==> src/rtl/ps2_pkg.sv <==
// Shared PS/2 definitions: host-transmitter state encoding, command bytes and default timing.
package ps2_pkg;

  typedef enum logic [2:0] {
    ST_IDLE,
    ST_INHIBIT,
    ST_RTS,
    ST_SHIFT,
    ST_ACK,
    ST_WAIT_IDLE,
    ST_DONE
  } ps2_tx_state_e;

  localparam logic [7:0] PS2_CMD_SET_LED = 8'hED;
  localparam logic [7:0] PS2_CMD_RESET   = 8'hFF;
  localparam logic [7:0] PS2_CMD_ENABLE  = 8'hF4;
  localparam logic [7:0] PS2_RSP_ACK     = 8'hFA;

  localparam int PS2_CLK_HZ_DEF      = 100_000_000;
  localparam int PS2_INHIBIT_US      = 100;
  localparam int PS2_INHIBIT_CYC_DEF = 10_000;
  localparam int PS2_FILT_CYC_DEF    = 8;
  localparam int PS2_TIMEOUT_CYC_DEF = 1_500_000;

  function automatic int ps2_us_to_cyc(input int clk_hz, input int us);
    return (clk_hz / 1_000_000) * us;
  endfunction

  // PS/2 frames carry odd parity: the parity bit makes the total count of ones odd.
  function automatic logic ps2_odd_parity(input logic [7:0] d);
    return ~^d;
  endfunction

endpackage

==> src/rtl/ps2_line_sync.sv <==
// One PS/2 line: 2-FF synchroniser, stability filter and falling-edge pulse.
// Shareable with the receiver; the filter suppresses slow-edge ringing on the open-drain bus.
module ps2_line_sync
  import ps2_pkg::*;
#(
  parameter int FILT_CYC = PS2_FILT_CYC_DEF
) (
  input  logic clk,
  input  logic rstn,
  input  logic i_line,
  output logic o_level,
  output logic o_fall
);

  localparam int CW = (FILT_CYC > 1) ? $clog2(FILT_CYC) : 1;
  localparam logic [CW-1:0] FILT_LOAD = CW'(FILT_CYC - 1);

  logic          r_s1;
  logic          r_s2;
  logic          r_level;
  logic          r_fall;
  logic [CW-1:0] r_cnt;

  // A new level is accepted only after it has differed from the current one for FILT_CYC cycles.
  always_ff @(posedge clk or negedge rstn) begin
    if (!rstn) begin
      r_s1    <= 1'b1;
      r_s2    <= 1'b1;
      r_level <= 1'b1;
      r_fall  <= 1'b0;
      r_cnt   <= FILT_LOAD;
    end else begin
      r_s1   <= i_line;
      r_s2   <= r_s1;
      r_fall <= 1'b0;
      if (r_s2 == r_level) begin
        r_cnt <= FILT_LOAD;
      end else if (r_cnt == '0) begin
        r_level <= r_s2;
        r_fall  <= ~r_s2;
        r_cnt   <= FILT_LOAD;
      end else begin
        r_cnt <= r_cnt - 1'b1;
      end
    end
  end

  assign o_level = r_level;
  assign o_fall  = r_fall;

endmodule

==> src/rtl/ps2_host_tx.sv <==
// PS/2 host-to-device transmitter: inhibit, request-to-send, device-clocked shift, line ACK check.
// Build option PS2_TX_TIMEOUT_EN adds a watchdog that aborts a stalled transfer with err.
//
//  state      | meaning
//  IDLE       | lines released, tx_ready high
//  INHIBIT    | clock held low; data pulled low in the last cycle
//  RTS        | clock released, start bit (data low) presented, wait for device clock
//  SHIFT      | present data bits, parity, stop on successive device falls
//  ACK        | sample device ACK on the 11th fall
//  WAIT_IDLE  | wait for both lines back high
//  DONE       | one-cycle done pulse with ack_ok / err
module ps2_host_tx
  import ps2_pkg::*;
#(
  parameter int CLK_HZ      = PS2_CLK_HZ_DEF,
  parameter int INHIBIT_CYC = ps2_us_to_cyc(CLK_HZ, PS2_INHIBIT_US),
  parameter int FILT_CYC    = PS2_FILT_CYC_DEF
`ifdef PS2_TX_TIMEOUT_EN
  , parameter int TIMEOUT_CYC = PS2_TIMEOUT_CYC_DEF
`endif
) (
  input  logic       clk,
  input  logic       rstn,
  input  logic       i_tx_valid,
  input  logic [7:0] i_tx_data,
  output logic       o_tx_ready,
  output logic       o_busy,
  output logic       o_done,
  output logic       o_ack_ok,
  output logic       o_err,
  input  logic       i_ps2_clk,
  input  logic       i_ps2_data,
  output logic       o_ps2_clk_oe,
  output logic       o_ps2_data_oe
);

  localparam int TW = (INHIBIT_CYC > 1) ? $clog2(INHIBIT_CYC) : 1;
  localparam logic [TW-1:0] INH_LOAD = TW'(INHIBIT_CYC - 1);

  ps2_tx_state_e r_state, w_state_nxt;
  logic [TW-1:0] r_timer, w_timer_nxt;
  logic [7:0]    r_data, w_data_nxt;
  logic          r_parity, w_parity_nxt;
  logic [3:0]    r_edge_cnt, w_edge_nxt;
  logic          r_ack_ok, w_ack_nxt;
  logic          r_clk_oe, w_clk_oe_nxt;
  logic          r_data_oe, w_data_oe_nxt;
  logic          r_ready_en;
  logic          w_tx_ready;
  logic          w_clk_lvl, w_clk_fall;
  logic          w_data_lvl, w_data_fall;

  ps2_line_sync #(.FILT_CYC(FILT_CYC)) u_clk_sync (
    .clk     (clk),
    .rstn    (rstn),
    .i_line  (i_ps2_clk),
    .o_level (w_clk_lvl),
    .o_fall  (w_clk_fall)
  );

  ps2_line_sync #(.FILT_CYC(FILT_CYC)) u_data_sync (
    .clk     (clk),
    .rstn    (rstn),
    .i_line  (i_ps2_data),
    .o_level (w_data_lvl),
    .o_fall  (w_data_fall)
  );

  assign w_tx_ready = (r_state == ST_IDLE) && r_ready_en;

`ifdef PS2_TX_TIMEOUT_EN
  localparam logic [23:0] WDOG_LOAD = 24'(TIMEOUT_CYC - 1);
  logic [23:0] r_wdog;
  logic        w_in_wdog;

  assign w_in_wdog = (r_state == ST_RTS) || (r_state == ST_SHIFT) ||
                     (r_state == ST_ACK) || (r_state == ST_WAIT_IDLE);

  always_ff @(posedge clk or negedge rstn) begin
    if (!rstn) begin
      r_wdog <= '0;
    end else if (r_state == ST_INHIBIT && r_timer == '0) begin
      r_wdog <= WDOG_LOAD;
    end else if (w_in_wdog && r_wdog != '0) begin
      r_wdog <= r_wdog - 24'd1;
    end
  end
`endif

  always_comb begin
    w_state_nxt   = r_state;
    w_timer_nxt   = r_timer;
    w_data_nxt    = r_data;
    w_parity_nxt  = r_parity;
    w_edge_nxt    = r_edge_cnt;
    w_ack_nxt     = r_ack_ok;
    w_clk_oe_nxt  = r_clk_oe;
    w_data_oe_nxt = r_data_oe;
    case (r_state)
      ST_IDLE: begin
        w_clk_oe_nxt  = 1'b0;
        w_data_oe_nxt = 1'b0;
        if (i_tx_valid && w_tx_ready) begin
          w_data_nxt   = i_tx_data;
          w_parity_nxt = ps2_odd_parity(i_tx_data);
          w_edge_nxt   = 4'd0;
          w_ack_nxt    = 1'b0;
          w_timer_nxt  = INH_LOAD;
          w_clk_oe_nxt = 1'b1;
          w_state_nxt  = ST_INHIBIT;
        end
      end
      ST_INHIBIT: begin
        if (r_timer == '0) begin
          w_clk_oe_nxt = 1'b0;
          w_state_nxt  = ST_RTS;
        end else begin
          w_timer_nxt = r_timer - 1'b1;
          if (r_timer == TW'(1)) w_data_oe_nxt = 1'b1;
        end
      end
      ST_RTS: begin
        if (w_clk_fall) begin
          w_edge_nxt    = 4'd1;
          w_data_oe_nxt = ~r_data[0];
          w_state_nxt   = ST_SHIFT;
        end
      end
      ST_SHIFT: begin
        if (w_clk_fall) begin
          w_edge_nxt = r_edge_cnt + 4'd1;
          if (r_edge_cnt < 4'd8) begin
            w_data_oe_nxt = ~r_data[r_edge_cnt[2:0]];
          end else if (r_edge_cnt == 4'd8) begin
            w_data_oe_nxt = ~r_parity;
          end else begin
            w_data_oe_nxt = 1'b0;
            w_state_nxt   = ST_ACK;
          end
        end
      end
      ST_ACK: begin
        if (w_clk_fall) begin
          w_edge_nxt  = 4'd11;
          w_ack_nxt   = ~w_data_lvl;
          w_state_nxt = ST_WAIT_IDLE;
        end
      end
      ST_WAIT_IDLE: begin
        if (w_clk_lvl && w_data_lvl) w_state_nxt = ST_DONE;
      end
      ST_DONE: begin
        w_clk_oe_nxt  = 1'b0;
        w_data_oe_nxt = 1'b0;
        w_state_nxt   = ST_IDLE;
      end
      default: begin
        w_clk_oe_nxt  = 1'b0;
        w_data_oe_nxt = 1'b0;
        w_state_nxt   = ST_IDLE;
      end
    endcase
`ifdef PS2_TX_TIMEOUT_EN
    if (w_in_wdog && r_wdog == '0) begin
      w_clk_oe_nxt  = 1'b0;
      w_data_oe_nxt = 1'b0;
      w_ack_nxt     = 1'b0;
      w_state_nxt   = ST_DONE;
    end
`endif
  end

  always_ff @(posedge clk or negedge rstn) begin
    if (!rstn) begin
      r_state    <= ST_IDLE;
      r_timer    <= '0;
      r_data     <= '0;
      r_parity   <= 1'b0;
      r_edge_cnt <= '0;
      r_ack_ok   <= 1'b0;
      r_clk_oe   <= 1'b0;
      r_data_oe  <= 1'b0;
      r_ready_en <= 1'b0;
    end else begin
      r_state    <= w_state_nxt;
      r_timer    <= w_timer_nxt;
      r_data     <= w_data_nxt;
      r_parity   <= w_parity_nxt;
      r_edge_cnt <= w_edge_nxt;
      r_ack_ok   <= w_ack_nxt;
      r_clk_oe   <= w_clk_oe_nxt;
      r_data_oe  <= w_data_oe_nxt;
      r_ready_en <= 1'b1;
    end
  end

  // Data-line falls carry no meaning for the host side; only the level is sampled at ACK.
  logic w_unused;
  assign w_unused = w_data_fall;

  assign o_tx_ready    = w_tx_ready;
  assign o_busy        = (r_state != ST_IDLE) && (r_state != ST_DONE);
  assign o_done        = (r_state == ST_DONE);
  assign o_ack_ok      = (r_state == ST_DONE) && r_ack_ok;
  assign o_err         = (r_state == ST_DONE) && !r_ack_ok;
  assign o_ps2_clk_oe  = r_clk_oe;
  assign o_ps2_data_oe = r_data_oe;

endmodule
==> config.mk <==
export PLATFORM = sky130hd
export DESIGN_NAME = ps2_host_tx
export DESIGN_NICKNAME = d
export VERILOG_FILES = /design/src/rtl/ps2_pkg.sv /design/src/rtl/ps2_line_sync.sv /design/src/rtl/ps2_host_tx.sv
export SDC_FILE = /design/constraint.sdc
export NUM_CORES = 1
export LEC_CHECK = 0
export ABC_AREA = 0
export CAP_MARGIN = 20
export CORE_MARGIN = 3
export CORE_UTILIZATION = 45
export CTS_BUF_LIST = sky130_fd_sc_hd__clkbuf_4 sky130_fd_sc_hd__clkbuf_8
export DETAILED_ROUTE_END_ITERATION = 8
export PLACE_DENSITY = 0.65
export SLEW_MARGIN = 20
export SYNTH_ARGS = -nofsm -noshare
export SYNTH_HDL_FRONTEND = slang
export SYNTH_SLANG_ARGS = --single-unit
==> constraint.sdc <==
create_clock -name clk -period 4.8 [get_ports clk]
set_input_delay 0.96 -clock clk [delete_from_list [all_inputs] [get_ports clk]]
set_output_delay 0.96 -clock clk [all_outputs]
set_load 0.005 [all_outputs]
=== Yosys cells after proc, flatten, opt, wreduce, memory -nomap -nowiden ===
Index checks and enable logic that the tools add are counted.

* Register bits after elaboration: 47
* Input port bits: 13
* Output and inout port bits: 7
* Logic and storage cells: 119

* $add $sub $neg: 4
* Order comparisons: 2
* Eq/ne operators: 21
* Multiplexer cells: 38
* Bitwise operators: 9
* Reduce and logical (&&, ||, !) cells: 27

{| class="wikitable"
|+ Operators with widths
! kind !! count
|-
| 2-to-1 mux 3 bit || 12
|-
| 2-to-1 mux 14 bit || 2
|-
| case mux 14 bit (2 select lines) || 1
|-
| case mux 3 bit (6 select lines) || 1
|-
| 2-to-1 mux 4 bit || 4
|-
| case mux 4 bit (4 select lines) || 1
|-
| equality test 14 x 1 -> 1 bit (second input constant) || 1
|-
| logical NOT 14 bit || 1
|-
| subtractor 14 x 1 -> 14 bit (second input constant) || 1
|-
| 2-to-1 mux 1 bit || 13
|-
| != test 2 bit (second input constant) || 6
|-
| AND reduction 5 bit || 2
|-
| equality test 3 bit (second input constant) || 3
|-
| logical NOT 3 bit || 3
|-
| NOT 1 bit || 9
|-
| != test 2 x 1 -> 1 bit (second input constant) || 4
|-
| AND reduction 2 bit || 4
|-
| AND reduction 8 bit || 1
|-
| XNOR reduction 8 bit || 1
|-
| equality test 3 x 2 -> 1 bit (second input constant) || 2
|-
| logical AND 1 bit || 6
|-
| AND reduction 3 bit || 2
|-
| subtractor 3 x 1 -> 3 bit (second input constant) || 2
|-
| adder 4 x 1 -> 4 bit (second input constant) || 1
|-
| 16 further kinds || 18
|}

=== Depth between registers and ports, before layout ===
* Depth after elaboration: 6
* Mapped depth: 8
* Mapped depth without buffers: 6

=== Hierarchy ===
From an unflattened synthesis, not the netlist that was laid out.

* Cells, all modules: 273
* Area total of the unflattened synthesis: 2691.3 µm²

{| class="wikitable"
|+ Modules (own cells, without submodules)
! module !! times used !! cells each !! area each (µm²) !! sequential area each (µm²)
|-
| ps2_host_tx || 1 || 233 || 2115.8 || 850.8
|-
| ps2_line_sync || 2 || 20 || 287.8 || 182.7
|}

=== Least setup slack after synthesis ===
No wires, ideal clock.

* Path type: flip-flop to output port
* From: register r_state[0]
* To: output port o_ack_ok
* Arrival: 1.259 ns
* Data required time: 3.840 ns
* Path slack: 2.581 ns
* Stages on the path, launching flop included: 6
* Buffers on the path: 3
* Cell sequence: dfrtp_1 -> buf_6 -> clkbuf_1 -> buf_1 -> nor2_1 -> and2_1

* Cells in the longest elaborated chain, start to end: 2

{| class="wikitable"
|+ RTL lines
! item !! line !! source
|-
| start, declared || ps2_host_tx.sv:40 || <nowiki>ps2_tx_state_e r_state, w_state_nxt;</nowiki>
|-
| start signal, assigned || ps2_host_tx.sv:185 || <nowiki>r_state <= w_state_nxt;</nowiki>
|-
| equality test 3 bit || -- ||
|-
| net o_done || ps2_host_tx.sv:28 || <nowiki>output logic o_done,</nowiki>
|-
| logical AND 1 bit || ps2_host_tx.sv:204 || <nowiki>assign o_ack_ok = (r_state == ST_DONE) && r_ack_ok;</nowiki>
|-
| end, declared || ps2_host_tx.sv:29 || <nowiki>output logic o_ack_ok,</nowiki>
|}

The timed path passes the listed nets, and every way through them passes these cells.

=== Worst setup path after layout ===
* From: register r_state[1]
* To: output port o_busy

* Cells in the longest elaborated chain, start to end: 2
* Elaborated cells on any way between the ends: 3
* Those cells by class: 1 x eq/ne; 2 x reduce/logical

{| class="wikitable"
|+ RTL lines
! item !! line !! source
|-
| != test 3 bit or nonzero test 3 bit (tied branches) || ps2_host_tx.sv:202 || <nowiki>assign o_busy = (r_state != ST_IDLE) && (r_state != ST_DONE);</nowiki>
|-
| logical AND 1 bit (*) || ps2_host_tx.sv:202 ||
|-
| end, declared || ps2_host_tx.sv:27 || <nowiki>output logic o_busy,</nowiki>
|}

Every way passes the cells marked *; elsewhere a longest branch is shown, timed or not.

==> metrics.txt <==
Antenna diodes=0; CP top delay family=flip-flops; TNS Setup=0 ns; total die area=around 0.0073 mm²; critical path's slowest cell=dfrtp_1; crit path max fanout=19; clock sink count=47; CTS resizes=0; Max stage delay on crit path=about 0.77 ns; initial antenna violation count=0; global placement routability congestion=about 0.84; Post-synth ARST share=1.000; Synthesized Nets=about 320; post-route setup slack=about 1.8 ns; EDFF count, synth=0; status=finished, final reports clean; Distinct cells, synth=between 50 and 60; Initial Utilization=0.4714; yosys warns=0; critical path arrival=about 2.0 ns; area delta synth->final=9.127%; postcts setup bufs=0; skew final=0.01140 ns; # hold bufs at CTS=0; post-synth top area cell=dfrtp_1; DP Worst Slack=about 2.1 ns; CP Launch Point=r_state[1]; min-delay worst type=reg -> reg; period utilization=0.6251; fmax=about 0.33 GHz; post-layout util=0.5144; Max Slew Vio Count=0; Startpoint Class=register; measured slew at the worst slew-check pin=approximately 0.78 ns; Worst-Skew Late Latency=a little over 0.3 ns; Syn Area/Cell=about 9.5 µm²; WP buf/inv=1; Tmin final=around 3.0 ns; post-synthesis sequential area ratio=0.4218; # DRC=0; Crit path depth=3; max cap viols=0; all-layer global routing usage=0.1614; most frequent cells in the layout=nand2_1, dfrtp_1, clkdlybuf4s50_1, o21ai_0, nor2_1; first-pass GRT wire length=9.515 mm; crit path to=o_busy; # rows=28; clock buffer depth=2; DRT iter0 DRCs=approximately 120; CTS H-tree lvls=2; Rel. slew slack=0.4803; GR Overflow Total=0; most common cell after layout, fill and taps aside=nand2_1; CP Cell Sequence=nor2b_4 > or3_1 > clkdlybuf4s50_1; r2r endpoint=r_timer[12]; most common flop cell mapped by yosys=dfrtp_1; drt pass-1 iters=4; vias per cell=between 5 and 6; core box area=0.005991 mm²; share of cells above drive strength 1=0.1176; register bit total from synthesis=47; die height=~85 µm; HPWL after DPL=around 3.7 mm; largest net degree at the start of global routing=between 40 and 50; vias in the first global route=2082; Port Buf Inserts=19; DRT Wirelength=between 5 and 6 mm; fin area=0.003082 mm²; worst vdd ir=between 0.0002 and 0.0003 V; launch point of the worst reg-to-reg path=r_state[2]; Power Density=~520 mW/mm²; CTS tree=built; Num CTS Buffers=5; Post-Synthesis Cells=around 300; Hold Vio Cnt, Final=0; Worst Path Required=approximately 3.8 ns; vias after detailed routing=~2100; Synth top area share=0.3101; clock transition at the registers of the reported paths=0.08 ns; Mapped Area=0.002824 mm²; placed cell area=approximately 0.0030 mm²; R2R cell count=4; WS Path Type=reg -> out; CTS root buf=clkbuf_8; ranking of synthesized cells by area=dfrtp_1, dfstp_2, nand2_1, ha_1, mux2i_1; Nets=around 330; Leakage=roughly 1.3 nW; Final Setup Violations=0; RSZ-0062 raised after global routing=no; antenna viol nets, final=0; R2R Setup Slk=roughly 2.5 ns; IO Count=20; die span in x=85.22 µm; Routed WL per cell=13.99 µm; critical path capture point type=primary output
==> kinds of logic after synthesis <==
kind of cell               count (synthesis)  synth area share
buffers and inverters                     31           0.05538
other                                      1          0.001328
xor gates and xnor gates                   9           0.02791
muxes                                     13           0.05627
DFF                                       47            0.4218
AOI/OAI and AO/OA                         53            0.1303
adders and majority gates                 11           0.04874
and+or+nand+nor                          132            0.2583
==> state kept, by name, summed over array words and instances (netlist names) <==
register and flops:
u_data_sync.r_s1 1, u_clk_sync.r_s1 1, o_ps2_clk_oe 1, u_data_sync.r_s2 1, u_data_sync.o_level 1, u_data_sync.r_cnt 3, r_parity 1, r_edge_cnt 4
u_clk_sync.r_cnt 3, o_ps2_data_oe 1, r_timer 14, u_clk_sync.o_level 1, r_state 3, u_clk_sync.r_s2 1, r_data 8, r_ready_en 1
r_ack_ok 1, u_clk_sync.o_fall 1
==> cell usage after synthesis, types with 2 or more instances <==
library cell   n
nor3_1         9
o21ai_0       15
buf_6          3
xnor2_1        6
and4_1         2
clkbuf_1       4
inv_1         13
a21oi_1       12
nand2_1       44
a31oi_1        2
nor2_1        15
nor4b_1        3
o21ai_1        3
o22ai_1        2
a211oi_1       2
nor4_1         6
dfrtp_1       35
nand2b_1       8
nor3b_1        3
o211ai_1       3
nand4b_1       2
ha_1          11
buf_4          2
and2_1         8
mux2_2         2
or3_1          5
xor2_1         3
buf_2          7
mux2i_1        8
a2111oi_2      2
mux4_2         2
dfstp_2       12
nand3_1       12
nand4_1        6
==> cell type report <==
cell class / instances / area (µm²)
multi-input cells: 219 / 1476
flip-flops and latches: 47 / 1191
well taps: 75 / 93.84
inverters: 13 / 48.80
clock buffers: 5 / 68.82
clock inverters: 3 / 15.01
fillers: 561 / 2909
repair buffers: 19 / 187.7
==> how the worst min path moves through the flow <==
| stage | start | to | slack (ns) | cells past startpoint |
|---|---|---|---|---|
| floorplan | u_clk_sync.r_s1 | u_clk_sync.r_s2 | 0.35 | 0 |
| global placement | u_clk_sync.r_s1 | u_clk_sync.r_s2 | 0.35 | 0 |
| detailed placement | u_clk_sync.r_s1 | u_clk_sync.r_s2 | 0.35 | 0 |
| CTS | u_clk_sync.r_s1 | u_clk_sync.r_s2 | 0.36 | 0 |
| global route | u_clk_sync.r_s1 | u_clk_sync.r_s2 | 0.37 | 0 |
| finish | u_clk_sync.r_s1 | u_clk_sync.r_s2 | 0.36 | 0 |
==> report_power, final <==
group / switching, W / internal, W
Sequential: 0.000202 / 0.000552
Combinational: 0.000327 / 0.000304
Clock: 0.000132 / 0.0000998
==> worst register-to-register path, cell delays in order, from the launching register on <==
cell	delay (ns)
dfrtp_1	0.63
nor2_1	0.72
nand4_1	0.32
nor4_1	0.35
mux2i_1	0.22
==> stage by stage <==
step	cells	hold slack [ns]	power (W)
5_1_grt	381	0.3698	0.001764
2_1_floorplan	297	0.3452	0.001250
3_3_place_gp	373	0.3459	0.001376
3_5_place_dp	373	0.3470	0.001393
4_1_cts	381	0.3606	0.001632
6_report	381	0.3589	0.001617
==> layer usage <==
layer,GRT usage,up-vias,routed length [µm]
met5,0,-,0
met3,0.04175,4,259
met1,0.2208,1019,2590
met4,0.04173,0,36
met2,0.2556,46,2442
li1,-,1072,-
Power figures use the tool's default switching activity.
